File: src/rtl/uart_pkg.sv
// uart_pkg
//   Shared definitions for the UART receive path: FSM state encoding and
//   the oversampling constants used to locate mid-bit sample points.
//   No ports.
package uart_pkg;

  typedef enum logic [2:0] {
    IDLE,
    START,
    DATA,
    PARITY,
    STOP
  } rx_state_t;

  localparam int OVERSAMPLE = 16;

  // The start bit is sampled half a bit after the falling edge; every later
  // bit is sampled a full bit after the previous sample point.
  localparam logic [3:0] MID_START = 4'(OVERSAMPLE / 2 - 1);
  localparam logic [3:0] MID_BIT   = 4'(OVERSAMPLE - 1);

endpackage

File: src/rtl/uart_rx_sync.sv
// uart_rx_sync
//   Two-flop synchroniser for the asynchronous serial line. Both flops reset
//   to 1 so that the line reads as idle while reset is applied.
// Ports
//   clk  in   system clock
//   rst  in   asynchronous reset, active-high
//   d    in   asynchronous input
//   q    out  synchronised output
module uart_rx_sync (
  input  logic clk,
  input  logic rst,
  input  logic d,
  output logic q
);

  logic meta;

  always_ff @(posedge clk or posedge rst) begin
    if (rst) begin
      meta <= 1'b1;
      q    <= 1'b1;
    end else begin
      meta <= d;
      q    <= meta;
    end
  end

endmodule

File: src/rtl/uart_rx_oversampled.sv
// uart_rx_oversampled
//   UART receiver driven by a 16x baud strobe. Detects the start edge,
//   samples each bit at mid-bit, deserialises LSB first, checks optional
//   parity and the stop bit, and offers each frame on a valid/ready port.
// Ports
//   clk            in   system clock
//   rst            in   asynchronous reset, active-high
//   baud_tick_16x  in   one-clk strobe at 16x baud rate
//   rx             in   serial input, asynchronous, idle high
//   rx_data        out  received word, LSB = first bit on the line
//   rx_valid       out  rx_data and error flags are valid
//   rx_ready       in   consumer accepts the word when rx_valid=1
//   frame_err      out  stop bit sampled 0 (qualified by rx_valid)
//   parity_err     out  parity mismatch (qualified by rx_valid)
//   overrun_err    out  sticky: a frame was dropped while rx_valid was held
//   busy           out  FSM is not in IDLE
//
// state  | meaning
// IDLE   | waiting for rx_s low (checked every clk)
// START  | counting to mid start bit, rejecting glitches
// DATA   | sampling DATA_BITS data bits at mid-bit
// PARITY | sampling the parity bit
// STOP   | sampling the stop bit, then completing the frame
module uart_rx_oversampled
  import uart_pkg::*;
#(
  parameter int DATA_BITS  = 8,
  parameter int PARITY_EN  = 0,
  parameter int PARITY_ODD = 0
) (
  input  logic                 clk,
  input  logic                 rst,
  input  logic                 baud_tick_16x,
  input  logic                 rx,
  output logic [DATA_BITS-1:0] rx_data,
  output logic                 rx_valid,
  input  logic                 rx_ready,
  output logic                 frame_err,
  output logic                 parity_err,
  output logic                 overrun_err,
  output logic                 busy
);

  localparam logic [3:0] LAST_BIT = 4'(DATA_BITS - 1);
  localparam bit         PAR_EN   = (PARITY_EN != 0);
  localparam bit         PAR_ODD  = (PARITY_ODD != 0);

  rx_state_t            state, state_n;
  logic [3:0]           tick_cnt, tick_cnt_n;
  logic [3:0]           bit_cnt, bit_cnt_n;
  logic [DATA_BITS-1:0] shreg;
  logic                 par_bit;
  logic                 rx_s;
  logic                 shift_en, par_cap, complete;
  logic                 parity_err_n;

  uart_rx_sync u_sync (
    .clk (clk),
    .rst (rst),
    .d   (rx),
    .q   (rx_s)
  );

  always_ff @(posedge clk or posedge rst) begin
    if (rst) begin
      state    <= IDLE;
      tick_cnt <= '0;
      bit_cnt  <= '0;
    end else begin
      state    <= state_n;
      tick_cnt <= tick_cnt_n;
      bit_cnt  <= bit_cnt_n;
    end
  end

  always_comb begin
    state_n    = state;
    tick_cnt_n = tick_cnt;
    bit_cnt_n  = bit_cnt;
    shift_en   = 1'b0;
    par_cap    = 1'b0;
    complete   = 1'b0;
    case (state)
      IDLE: begin
        if (!rx_s) begin
          state_n    = START;
          tick_cnt_n = '0;
        end
      end
      START: begin
        if (baud_tick_16x) begin
          if (tick_cnt == MID_START) begin
            if (rx_s) begin
              state_n = IDLE;
            end else begin
              state_n    = DATA;
              tick_cnt_n = '0;
              bit_cnt_n  = '0;
            end
          end else begin
            tick_cnt_n = tick_cnt + 4'd1;
          end
        end
      end
      DATA: begin
        if (baud_tick_16x) begin
          tick_cnt_n = tick_cnt + 4'd1;
          if (tick_cnt == MID_BIT) begin
            shift_en  = 1'b1;
            bit_cnt_n = bit_cnt + 4'd1;
            if (bit_cnt == LAST_BIT) state_n = PAR_EN ? PARITY : STOP;
          end
        end
      end
      PARITY: begin
        if (baud_tick_16x) begin
          tick_cnt_n = tick_cnt + 4'd1;
          if (tick_cnt == MID_BIT) begin
            par_cap = 1'b1;
            state_n = STOP;
          end
        end
      end
      STOP: begin
        if (baud_tick_16x) begin
          tick_cnt_n = tick_cnt + 4'd1;
          if (tick_cnt == MID_BIT) begin
            complete = 1'b1;
            state_n  = IDLE;
          end
        end
      end
      default: state_n = IDLE;
    endcase
  end

  assign busy = (state != IDLE);

  // Right shift: after DATA_BITS samples the first bit received sits in bit 0.
  always_ff @(posedge clk or posedge rst) begin
    if (rst) begin
      shreg   <= '0;
      par_bit <= 1'b0;
    end else begin
      if (shift_en) shreg   <= {rx_s, shreg[DATA_BITS-1:1]};
      if (par_cap)  par_bit <= rx_s;
    end
  end

  assign parity_err_n = PAR_EN && ((^{shreg, par_bit}) != PAR_ODD);

  // A completion coinciding with an accept replaces the word without overrun.
  always_ff @(posedge clk or posedge rst) begin
    if (rst) begin
      rx_data     <= '0;
      rx_valid    <= 1'b0;
      frame_err   <= 1'b0;
      parity_err  <= 1'b0;
      overrun_err <= 1'b0;
    end else begin
      if (rx_valid && rx_ready) begin
        rx_valid    <= 1'b0;
        overrun_err <= 1'b0;
      end
      if (complete) begin
        if (!rx_valid || rx_ready) begin
          rx_data    <= shreg;
          frame_err  <= ~rx_s;
          parity_err <= parity_err_n;
          rx_valid   <= 1'b1;
        end else begin
          overrun_err <= 1'b1;
        end
      end
    end
  end

endmodule

File: config.mk
export PLATFORM = sky130hd
export DESIGN_NAME = uart_rx_oversampled
export DESIGN_NICKNAME = d
export VERILOG_FILES = /design/src/rtl/uart_pkg.sv /design/src/rtl/uart_rx_sync.sv /design/src/rtl/uart_rx_oversampled.sv
export SDC_FILE = /design/constraint.sdc
export NUM_CORES = 1
export LEC_CHECK = 0
export BUFFER_PORTS_ARGS = -buffer_cell sky130_fd_sc_hd__buf_2
export CAP_MARGIN = 20
export CORE_UTILIZATION = 55
export DETAILED_ROUTE_END_ITERATION = 8
export PLACE_DENSITY = 0.87
export SLEW_MARGIN = 25
export SYNTH_ARGS = -nofsm -noshare
export SYNTH_HDL_FRONTEND = slang
export SYNTH_SLANG_ARGS = --single-unit
File: constraint.sdc
create_clock -name clk -period 3.2 [get_ports clk]
set_input_delay 0.64 -clock clk [delete_from_list [all_inputs] [get_ports clk]]
set_output_delay 0.64 -clock clk [all_outputs]
set_load 0.005 [all_outputs]
==> metrics <==
initial antenna violation count 0; post-place instance area about 1600 µm²; initial core utilization approximately three fifths; Synth Area in XOR/XNOR 0%; post-synthesis compound-gate area fraction between 10% and 20%; Gates resized, CTS repair 0; slowest CP cell nor2_1; Cell Pwr Density about 600 nW/µm²; simple-gate share of the synthesized area 12.7%; placed insts between 150 and 200; hold_sp u_sync.meta; RSZ-0062 raised after global routing false; Hold WS around 0.36 ns; combinational family with the most area after synthesis multiplexers; synth unique cells around 40; largest net degree at the start of global routing 32; Cell Chain, Critical Path or3b_1, nor2_1, mux2_2; final worst slack 1.04 ns; global-route usage over all layers about a fifth; initial drt markers 23; first-pass GRT wire length roughly 4.0 mm; Post-Layout Cell Count between 150 and 200; Worst Path Required 3.42 ns; Post-CTS Setup Bufs 0; flop-to-flop setup slack between 1 and 1.5 ns; Period Utilization, post-route 67.6%; Synth area leaders dfrtp_1, mux2_2, dfstp_2, buf_4, nor2_1; worst skew pair latency around 0.33 ns; hold-fix buffer count after cts 0; outcome completed; Synth top cells by count dfrtp_1, mux2_2, nor2_1; # setup viols final 0; Die ar. 2910 µm²; post-route setup TNS 0 ns; P_leak approximately 0.8 nW; Largest stage delay, worst path slightly above 0.6 ns; Post-DRT Antenna Nets 0; Syn-to-layout area delta 10.2%; core area around 2500 µm²; Slew @ Worst Pin between 0.7 and 0.8 ns; slew margin rel. between 40% and 50%; via count 990; mapped cell area between 1000 and 1500 µm²; minimum clock period approximately 2.2 ns; Critical Path AT ~2.4 ns; reg-to-reg startpoint state[2]; buffer depth of the longest clock path 2; total gr overflow 0; final count of pins violating max slew 0; max_cap viols 0; Synth Net Count 133; Max Fclk ~460 MHz; CP delay by family, top simple AND/OR/NAND/NOR gates; Setup Crit Path Kind reg -> reg; FP Rows 18; vias in the first global route 869; area share of the largest cell type after synthesis about half; Reg2Reg Depth 3; WL per Instance 13.8 µm; Primary FF master, synth dfrtp_1; Nets 150; most common cell in the netlist dfrtp_1; DRC violations left 0; vias per cell between 5 and 6; post-DP HPWL about 1.7 mm; worst-path fanout max 12; CP bufs+invs 0; number of synthesized register bits 32; multiplexer share of the synthesized area 13.9%; hold-critical path depth 0; dominant cell type by area after synthesis dfrtp_1; I/O pin cnt 18; Die H 54.0 µm; Adder-Cell Fraction of Synth Area 3.03%; Peak supply drop 522 µV; clock skew ~0.0093 ns; Worst Hold Class reg -> reg; synthesized netlist cell count 126; EDFF count, synth 0; share of flip-flops with an asynchronous set or reset 100%; type of origin of the critical path flip-flop; die width ~54 µm; drt first pass iters 7; sequential-to-total area share from yosys stat about 54%; warnings from Yosys 0; RR Endpoint shreg[6]; CTS clk-pin slew, worst paths ~0.09 ns; Routability Congestion 0.772; fillers 180; Min-Delay Endpoint u_sync.q; PortBufs 16; root buffer cell clkbuf_4; H-tree lvl count 2; post-synthesis area per instance about 12 µm²; endpoints failing hold 0; post-route cell area approximately 1600 µm²; CTS tree built; Setup crit end kind flip-flop; Setup WS pre-CTS 1.03 ns; diode count 0; layout cells sized above 1 33.3%; # clock sinks 32; WL final ~2.4 mm; cts bufs inserted 5
-- registers in the layout (all words and copies together) (netlist names) --
signal       cells
rx_data          8
u_sync.q         1
tick_cnt         4
shreg            8
frame_err        1
rx_valid         1
u_sync.meta      1
overrun_err      1
bit_cnt          4
state            3
-- routing by layer --
metal / track usage (%) / wire, µm
met3: 9.32 / 146
met2: 28.4 / 1100
met1: 27.9 / 1110
met5: 0 / 0
met4: 7.89 / 46
-- report_power, final --
group          internal (mW)  switching, mW  total, mW
clock                  0.129          0.127      0.256
combinational          0.124          0.108      0.232
sequential             0.449         0.0696      0.518
-- area by class of cell --
type,instances,area (µm²),share of cell area (%)
Sequential cell,32,803,49.1
Tap cell,30,37.5,2.29
Multi-Input combinational cell,82,617,37.7
Inverter,4,15.0,0.917
Timing Repair Buffer,18,95.1,5.81
Clock buffer,8,68.8,4.20
-- metrics by stage --
step,power (mW),utilization (%)
after floorplan,0.718,-
after global placement,0.741,62.2
after detailed placement,0.756,62.2
after CTS,1.02,64.9
after global routing,1.08,64.9
final,1.01,64.9
-- placed cells by master (no fill, tap or decap), types with 2 or more instances in the layout --
master,instances
nand3_1,2
a22o_1,2
maj3_1,2
buf_2,16
dfstp_2,2
clkbuf_4,5
o21a_1,2
ha_1,2
dfrtp_1,30
buf_4,2
nor2_1,10
a31oi_1,2
mux2_2,17
o21ai_0,6
nand2_1,4
nand4_1,2
or3b_1,2
inv_1,3
o21ai_1,2
a21oi_1,6
clkbuf_8,2
-- cell families (layout without fill, tap and decap cells) --
group / Yosys count / after routing
other: 1 / 1
AOI/OAI and AO/OA: 27 / 27
adders and majority gates: 4 / 4
and+or+nand+nor: 32 / 32
DFF: 32 / 32
muxes: 18 / 18
buffers and inverters: 12 / 30
-- worst register-to-register path, stage by stage, from the launching register on --
cell     delay (ns)
dfrtp_1        0.52
or3b_1         0.49
nor2_1         0.62
mux2_2         0.42
-- how the worst max path moves through the flow --
stage / start / cells past startpoint / endpoint
2_1_floorplan: state[0] / 5 / rx_data[0]
3_3_place_gp: baud_tick_16x / 4 / shreg[0]
3_5_place_dp: baud_tick_16x / 4 / shreg[6]
4_1_cts: state[2] / 3 / shreg[0]
5_1_grt: state[2] / 3 / shreg[0]
6_report: state[2] / 3 / shreg[6]
Power figures use the tool's default switching activity.
